$ cat src/rtl/eth_crc32.sv
// -----------------------------------------------------------------------------
// eth_crc32
//
// Ethernet FCS (CRC-32) accumulator for MAC transmit and receive paths.
// Folds a WIDTH-bit data fragment into a 32-bit reflected CRC register on
// every enabled clock. The polynomial is 0x04C11DB7, processed in reflected
// form (0xEDB88320), LSB-first. The init value is 0xFFFFFFFF.
//
// Transmit: after the last payload fragment the FCS is ~crc, sent LSB-first.
// Receive : after the FCS bytes have also been fed, a good frame leaves the
//           register at 0xDEBB20E3.
//
// Ports
//   clk    in   1      single clock, rising edge
//   rst_n  in   1      asynchronous active-low reset, loads init value
//   clr    in   1      synchronous clear to init value, wins over en
//   en     in   1      fold din into the CRC on this edge
//   din    in   WIDTH  data fragment, din[0] is the earliest bit on the wire
//   crc    out  32     CRC register, straight from the flop, not inverted
//
// There is no handshake: en is a plain qualifier with no backpressure, one
// fragment may be accepted on every clock, and idle cycles leave the
// register untouched.
// -----------------------------------------------------------------------------
module eth_crc32 #(
    parameter int WIDTH = 8
) (
    input  logic             clk,
    input  logic             rst_n,
    input  logic             clr,
    input  logic             en,
    input  logic [WIDTH-1:0] din,
    output logic [31:0]      crc
);

    localparam logic [31:0] CRC_POLY = 32'hEDB88320;
    localparam logic [31:0] CRC_INIT = 32'hFFFF_FFFF;

    // Only bit-serial, dibit, nibble and byte datapaths are supported.
    generate
        if (!(WIDTH == 1 || WIDTH == 2 || WIDTH == 4 || WIDTH == 8)) begin : g_bad_width
            $error("eth_crc32: WIDTH must be 1, 2, 4 or 8");
        end
    endgenerate

    logic [31:0] crc_q;
    logic [31:0] crc_d;

    // WIDTH unrolled single-bit LFSR steps, earliest wire bit (din[0]) first.
    // Feeding a byte as four dibits therefore gives the same result as
    // feeding it in one byte-wide step.
    function automatic logic [31:0] crc_fold(input logic [31:0]      c,
                                             input logic [WIDTH-1:0] d);
        logic [31:0] r;
        r = c;
        for (int i = 0; i < WIDTH; i++) begin
            r = (r >> 1) ^ (((r[0] ^ d[i]) == 1'b1) ? CRC_POLY : 32'h0);
        end
        return r;
    endfunction

    // Clear outranks enable, so din is discarded when both are high.
    // din only reaches the register through the en branch, so an unknown
    // din while idle cannot corrupt the accumulated value.
    always_comb begin
        crc_d = crc_q;
        if (clr) begin
            crc_d = CRC_INIT;
        end else if (en) begin
            crc_d = crc_fold(crc_q, din);
        end
    end

    always_ff @(posedge clk or negedge rst_n) begin
        if (!rst_n) begin
            crc_q <= CRC_INIT;
        end else begin
            crc_q <= crc_d;
        end
    end

    assign crc = crc_q;

endmodule

$ cat config.mk
export PLATFORM = sky130hd
export DESIGN_NAME = eth_crc32
export DESIGN_NICKNAME = d
export VERILOG_FILES = /design/src/rtl/eth_crc32.sv
export SDC_FILE = /design/constraint.sdc
export NUM_CORES = 1
export LEC_CHECK = 0
export CORE_AREA = 2 2 61 91
export CTS_CLUSTER_SIZE = 10
export DETAILED_ROUTE_END_ITERATION = 12
export DIE_AREA = 0 0 63 93
export HOLD_SLACK_MARGIN = 0.03
export PLACE_DENSITY_LB_ADDON = 0.1
export SLEW_MARGIN = 20
export SYNTH_ARGS = -nofsm -noshare
export SYNTH_HDL_FRONTEND = slang
export SYNTH_SLANG_ARGS = --single-unit
$ cat constraint.sdc
create_clock -name clk -period 2.17 [get_ports clk]
set_input_delay 0.217 -clock clk [delete_from_list [all_inputs] [get_ports clk]]
set_output_delay 0.217 -clock clk [all_outputs]
set_load 0.03 [all_outputs]
==> results.yml, run 1 <==
status:
  status: "finished clean"
synth:
  synth_top_area_share: 0.382
  yosysWarnings: 0
  synthCells: 194
  yosysMostFrequentCell: "xnor2_1"
  yosysSeqAreaShare: 0.382
  synth_seq_cells: 32
  synth_cell_type_count: 19
  syn_area_per_cell_um2: 11.3
  synth_area_mm2: 0.00220
  yosys.area.top_type: "dfstp_2"
  synth-main-ff-cell: "dfstp_2"
  syn_nets: 206
  synth-edff-count: 0
  ys_async_sr_fraction: 1.00
  yosys-top-cells-area: "dfstp_2, xnor2_1, xnor2_4"
  synthTopCellsByCount: "xnor2_1, dfstp_2, a21oi_1, nor2_1, xor2_1"
floorplan:
  floorplan.core_area_mm2: 0.00508
  die_w_um: 63
  start_util: 0.432
  die_y_um: 93
  dieArea_mm2: 0.00586
  rows: 32
  io_pins: 44
worst_hold_path:
  min_path_type: "reg -> reg"
timing:
  timing.hold.ws_ns: 0.556
  fin_tns_setup_ns: 0
  hold_viol: 0
  tightest_slew_ns: 0.512
  worst_slew_margin_rel: 0.657
  rsz0062_at_grt: "false"
  max_freq_ghz: 0.542
  setup_violations: 0
  period_minus_slack_ns: 1.84
  finClkSkew_ns: 0.00499
  slew_violations: 0
  period_share: 0.850
drt:
  first_pass_iters: 4
  drt-vias-per-instance: 4.79
  drtIter0Drc: 31
  wl_um: 4680
  wl_per_cell_um: 14.8
  postRouteAntennaNets: 0
  drcViolationCount: 0
  via_count: 1508
pwr:
  p_comb_frac: 0.700
  p_per_area_mw_per_mm2: 2080
  p_seq_frac: 0.217
  switchingPower_mw: 2.51
  irDropWorstVdd_v: 0.000787
  p_sw_frac: 0.422
  leakage_nw: 1.07
  p_clk_frac: 0.083
  intPower_mw: 3.45
grt:
  grt_pass1_vias: 1569
  grt_use_total: 0.176
  antenna_found_initial: 0
  gr-total-overflow: 0
  grt_max_degree: 34
  grt_pass1_wl_um: 7890
place:
  gp_congestion: 0.800
  dpl_cell_area_mm2: 0.00277
  portBuffers: 43
  dp_hpwl_um: 3420
  dp.cells: 308
run:
  maxCapViolations: 0
finish:
  largest_register_ffs: 32
  fin_cells: 315
  utilization: 0.564
  fin_area_mm2: 0.00287
  fin_nets: 259
  antennaDiodeCount: 0
  drive_above_1_share: 0.324
  areaGrowthSynthToFinish_pct: 30.4
clock_network:
  cts.path.max_buffers: 2
  ctsResizeCount: 0
  cts_root_buffer: "clkbuf_8"
  ctsHoldBuffers: 0
  tritoncts: "done"
  cts-htree-levels: 2
  cts_sinks: 32
  cts_setup_buffers: 0
  worstSkewPairLatency_ns: 0.28
  path_clk_slew_ns: 0.07
  cts_buffers: 5
worst_setup_path:
  crit_path_end_kind: "flop"
  critPathMaxFanout: 5
  cp_data_required_time_ns: 2.38
  worstPathArrival_ns: 2.05
  startpoint_type: "flop"
  rrSetupSlack_ns: 0.33
  crit_type: "reg -> reg"
## through the flow
stage,setup slack [ns],total power [mW]
4_1_cts,0.308,6.03
5_1_grt,0.228,6.39
3_3_place_gp,0.0562,5.48
6_report,0.326,5.96
3_5_place_dp,0.0729,5.49
2_1_floorplan,0.378,4.48
## per-layer routing
metal  track usage  vias up  wire length [µm]
li1              -      742                 -
met1         0.219      716              2050
met2         0.307       43              2370
met3        0.0289        7               169
met4        0.0611        0                80
met5             0        -                 0
## power by group through the flow
stage	Sequential (mW)	Combinational [mW]	Clock, mW
6_report	1.29	4.17	0.497
3_3_place_gp	1.31	4.18	0
5_1_grt	1.34	4.52	0.535
2_1_floorplan	1.75	2.73	0
4_1_cts	1.30	4.21	0.513
3_5_place_dp	1.31	4.18	0
## area by class of cell
cell class                 count  area, µm²
sequential                    32        841
inverter                       1       3.75
clock buffer                   7       96.3
timing repair buffer          55        520
multi-input combinational    152       1320
tap                           68       85.1
fill                         463       2220
## critical path, cell delays in order (launching register included)
cell and delay, ns:
dfstp_2 0.59, xnor2_4 0.13, xnor2_2 0.43, xnor2_2 0.17, xnor2_1 0.16, a211o_1 0.30
## path summary, 6_finish.rpt
path                                     startpoint                   to  cells past startpoint
worst max-delay path             crc[3]$_DFFE_PN1P_  crc[22]$_DFFE_PN1P_                      5
worst min-delay path            crc[28]$_DFFE_PN1P_  crc[20]$_DFFE_PN1P_                      2
worst max register to register   crc[3]$_DFFE_PN1P_  crc[22]$_DFFE_PN1P_                      5
worst min register to register  crc[28]$_DFFE_PN1P_  crc[20]$_DFFE_PN1P_                      2
max in group asynchronous                     rst_n  crc[11]$_DFFE_PN1P_                      2
min in group asynchronous                     rst_n   crc[7]$_DFFE_PN1P_                      2
## layout by cell type (no fill, tap or decap), types with 5 or more instances in the layout
cell type and count:
clkdlybuf4s50_1 43, a211o_1 7, xnor2_2 8, a21oi_1 25, or2_2 11, nor3_1 5
xnor2_4 10, clkbuf_8 7, buf_4 12, nor2b_1 7, xnor2_1 35, nor2_1 17
dfstp_2 32, xor2_1 15
## cells by family (layout without fill, tap and decap cells)
logic type / Yosys count / count (layout) / share of synthesized area
buffers and inverters: 10 / 63 / 0.0171
AOI/OAI and AO/OA: 38 / 38 / 0.101
DFF: 32 / 32 / 0.382
xor gates and xnor gates: 69 / 69 / 0.394
and+or+nand+nor: 45 / 45 / 0.106
Note: power is estimated with default switching activity, not from simulation.
==> run 2, diff against run 1 <==
==> constraint.sdc (replaced) <==
create_clock -name clk -period 1.57 [get_ports clk]
set_input_delay 0.157 -clock clk [delete_from_list [all_inputs] [get_ports clk]]
set_output_delay 0.157 -clock clk [all_outputs]
set_load 0.03 [all_outputs]
==> results.yml, run 2 (synthesis gave the netlist of run 1 again) <==
floorplan:
  floorplan.core_area_mm2: 0.00508
  die_w_um: 63
  die_y_um: 93
  rows: 32
  start_util: 0.432
  dieArea_mm2: 0.00586
  io_pins: 44
timing:
  worst_slack_ns: -0.137
  worst_slew_margin_rel: 0.717
  slew_violations: 0
  max_freq_ghz: 0.586
  rsz0062_at_grt: "true"
  period_minus_slack_ns: 1.71
  period_share: 1.09
  tightest_slew_ns: 0.424
  hold_viol: 0
  setup_violations: 29
  finClkSkew_ns: 0.0118
worst_setup_path:
  startpoint_type: "flop"
  crit_path_end_kind: "flop"
  cp_data_required_time_ns: 1.78
  cp_common_cell: "xnor2_4"
  cp_slowest_stage_delay_ns: 0.58
  crit_chain: "xnor2_4 > xnor2_4 > buf_6 > xnor2_2 > a21oi_1 > or2_4"
  slowest_stage: "dfstp_2"
  critPathMaxFanout: 4
  crit_type: "reg -> reg"
  reg2reg_depth: 6
  worstPathArrival_ns: 1.92
grt:
  antenna_found_initial: 0
  grt_pass1_vias: 1735
  grt_use_total: 0.202
  grt_pass1_wl_um: 9000
  gr-total-overflow: 0
  grt_max_degree: 33
drt:
  via_count: 1709
  first_pass_iters: 4
  drt-vias-per-instance: 4.81
  postRouteAntennaNets: 0
  drcViolationCount: 0
  wl_per_cell_um: 16.4
  wl_um: 5810
  drtIter0Drc: 61
finish:
  fin_nets: 299
  areaGrowthSynthToFinish_pct: 60.3
  largest_register_ffs: 32
  layout_commonest_cell: "dfstp_2"
  final_cell_mix: "dfstp_2, buf_4, dlygate4sd2_1"
  fill_cells: 400
  antennaDiodeCount: 0
  utilization: 0.693
  fin_cells: 355
  drive_above_1_share: 0.512
clock_network:
  cts_root_buffer: "clkbuf_8"
  cts-htree-levels: 2
  worstSkewPairLatency_ns: 0.29
  tritoncts: "done"
  cts.path.max_buffers: 2
  cts_sinks: 32
  path_clk_slew_ns: 0.08
  cts_buffers: 5
worst_hold_path:
  min_path_type: "reg -> reg"
  holdPathStages: 2
status:
  status: "finished, violations left"
  violations: "negative setup slack"
place:
  portBuffers: 43
  dp.cells: 332
  gp_congestion: 0.870
  dp_hpwl_um: 3730
run:
  maxCapViolations: 0
-- run 2: worst paths after layout --
path	from	endpoint	slack [ns]
hold reg to reg	crc[31]$_DFFE_PN1P_	crc[23]$_DFFE_PN1P_	0.56
setup / recovery	crc[4]$_DFFE_PN1P_	crc[2]$_DFFE_PN1P_	-0.14
hold / removal	crc[31]$_DFFE_PN1P_	crc[23]$_DFFE_PN1P_	0.56
max in group asynchronous	rst_n	crc[2]$_DFFE_PN1P_	0.95
min in group asynchronous	rst_n	crc[12]$_DFFE_PN1P_	0.57
setup reg to reg	crc[4]$_DFFE_PN1P_	crc[2]$_DFFE_PN1P_	-0.14
-- run 2: worst max-delay path, delay by kind of cell, from the launching register on --
family | cells | cell delay [ns]
AO/OA/AOI/OAI | 1 | 0.08
XOR/XNOR | 3 | 0.57
buffers and inverters | 1 | 0.15
flip-flops | 1 | 0.58
AND/OR/NAND/NOR | 1 | 0.22
-- run 2: stage by stage --
stage	setup TNS, ns	worst slack (ns)	instance area (µm²)	hold slack (ns)
after global routing	-4.58	-0.206	3520	0.569
after floorplan	-2.34	-0.214	2240	0.00916
final	-2.47	-0.137	3520	0.559
after CTS	-2.16	-0.146	3330	0.557
after global placement	-8.59	-0.431	3030	0.540
after detailed placement	-8.77	-0.422	3030	0.548
-- run 2: area by class of cell --
cell class	instances	area [µm²]	share of cell area
Clock buffer	6	72.6	0.0206
Timing Repair Buffer	95	887	0.252
Tap cell	68	85.1	0.0241
Inverter	1	3.75	0.00107
Multi-Input combinational cell	152	1630	0.462
Sequential cell	32	841	0.239
Clock inverter	1	5.00	0.00142
-- run 2: routing by layer --
metal / part of all wire / vias to the layer above / GRT usage
li1: - / 816 / -
met2: 0.54 / 48 / 0.356
met5: 0 / - / 0
met4: 0.027 / 0 / 0.0796
met3: 0.038 / 12 / 0.0349
met1: 0.40 / 833 / 0.244
-- run 2: repair_timing --
item / CTS / global route
pin swaps: 38 / 21
buffers inserted: 12 / 7
gates resized for setup: 68 / 30
endpoints found under the setup margin: 59 / 36
hold buffers: 0 / 0
Power of run 2 is not shown: default switching activity piles up to over one toggle a cycle in this logic, so the estimate is an artifact.
==> run 3, diff against run 2 <==
--- a/config.mk
+++ b/config.mk
@@ -5,10 +5,10 @@
 export SDC_FILE = /design/constraint.sdc
 export NUM_CORES = 1
 export LEC_CHECK = 0
-export CORE_AREA = 2 2 61 91
+export CORE_AREA = 2 2 59 89
 export CTS_CLUSTER_SIZE = 10
 export DETAILED_ROUTE_END_ITERATION = 12
-export DIE_AREA = 0 0 63 93
+export DIE_AREA = 0 0 61 91
 export HOLD_SLACK_MARGIN = 0.03
 export PLACE_DENSITY_LB_ADDON = 0.1
 export SLEW_MARGIN = 20
==> results.yml, run 3 (synthesis gave the netlist of run 1 again) <==
grt:
  gr-total-overflow: 0
  antenna_found_initial: 0
  grt_pass1_wl_um: 9810
  grt_pass1_vias: 1850
  grt_use_total: 0.246
  grt_max_degree: 33
timing:
  rsz0062_at_grt: "true"
  timing.hold.ws_ns: 0.551
  finClkSkew_ns: 0.00901
  worst_slew_margin_rel: 0.566
  worst_slack_ns: -0.156
  tightest_slew_ns: 0.649
  period_minus_slack_ns: 1.73
  setup_violations: 30
  hold_viol: 0
  period_share: 1.10
  slew_violations: 0
  max_freq_ghz: 0.579
  fin_tns_setup_ns: -2.76
clock_network:
  cts_root_buffer: "clkbuf_8"
  cts-htree-levels: 2
  cts_buffers: 5
  cts_sinks: 32
  ctsHoldBuffers: 0
  path_clk_slew_ns: 0.07
  tritoncts: "done"
  worstSkewPairLatency_ns: 0.28
  cts.path.max_buffers: 2
worst_setup_path:
  slowest_stage: "dfstp_2"
  critPathMaxFanout: 3
  worst-path-buf-inv: 2
  cp_slowest_stage_delay_ns: 0.58
  crit_type: "reg -> reg"
  cp_data_required_time_ns: 1.79
  startpoint_type: "flop"
  worstPathArrival_ns: 1.94
  cp_top_family: "flip-flops"
  crit_chain: "xnor2_4 > buf_4 > buf_6 > xor2_4 > xnor2_2 > a21oi_2 > or2_4"
  crit_path_end_kind: "flop"
place:
  dp_hpwl_um: 4160
  place_ws_ns: -0.415
  gp_congestion: 0.883
  portBuffers: 43
  dpl_cell_area_mm2: 0.00303
drt:
  via_count: 1778
  first_pass_iters: 4
  wl_per_cell_um: 18.3
  wl_um: 6470
  drt-vias-per-instance: 5.02
  postRouteAntennaNets: 0
  drcViolationCount: 0
  drtIter0Drc: 53
finish:
  areaGrowthSynthToFinish_pct: 67.5
  fill_cells: 305
  fin_area_mm2: 0.00368
  multi_input_area_mm2: 0.00176
  antennaDiodeCount: 0
  drive_above_1_share: 0.566
  final_cell_mix: "dfstp_2, dlygate4sd2_1, buf_4"
  largest_register_ffs: 32
  fin_nets: 300
  layout_commonest_cell: "dfstp_2"
  regArea_um2: 841
status:
  status: "finished, violations left"
  violations: "negative setup slack"
floorplan:
  die_w_um: 61
  rows: 31
  dieArea_mm2: 0.00555
  floorplan.core_area_mm2: 0.00477
  start_util: 0.461
  io_pins: 44
  die_y_um: 91
run:
  maxCapViolations: 0
worst_hold_path:
  min_path_type: "in -> async"
## run 3: cell types whose count changed in the layout (fill, tap and decap cells not counted), sizes merged
cell           before  now
clkdlybuf4s15       6    2
dlygate4sd2        26   29
buf                52   54
## run 3: worst paths after layout
| kind | startpoint | endpoint | slack, ns | depth (start not counted) |
|---|---|---|---|---|
| setup / recovery | crc[3]$_DFFE_PN1P_ | crc[1]$_DFFE_PN1P_ | -0.16 | 7 |
| hold / removal | rst_n | crc[4]$_DFFE_PN1P_ | 0.55 | 2 |
| setup reg to reg | crc[3]$_DFFE_PN1P_ | crc[1]$_DFFE_PN1P_ | -0.16 | 7 |
| hold reg to reg | crc[28]$_DFFE_PN1P_ | crc[20]$_DFFE_PN1P_ | 0.55 | 2 |
| max in group asynchronous | rst_n | crc[5]$_DFFE_PN1P_ | 0.96 | 2 |
| min in group clk | crc[28]$_DFFE_PN1P_ | crc[20]$_DFFE_PN1P_ | 0.55 | 2 |
## run 3: metrics by stage
stage / utilization / instances
final: 0.772 / 354
after global routing: 0.772 / 354
after CTS: 0.720 / 346
after detailed placement: 0.635 / 330
after global placement: 0.635 / 330
after floorplan: - / 194
## run 3: cell type report
| cell class | instances | share of cell area |
|---|---|---|
| tap | 66 | 0.0224 |
| sequential | 32 | 0.228 |
| timing repair buffer | 96 | 0.250 |
| multi-input combinational | 152 | 0.477 |
| clock buffer | 6 | 0.0197 |
| inverter | 1 | 0.00102 |
| clock inverter | 1 | 0.00136 |
## run 3: timing repair
item | CTS | global route
setup endpoints to repair | 59 | 34
gates resized for setup | 81 | 34
setup buffers | 9 | 8
pin swaps | 35 | 29
## run 3: layer usage
metal	up-vias	track usage	share of wire	wire length, µm
met5	-	0	0	0
met3	19	0.0271	0.030	194
li1	811	-	-	-
met4	0	0.141	0.044	284
met2	59	0.416	0.56	3630
met1	889	0.286	0.37	2370
Power of run 3 is left out for the same reason.
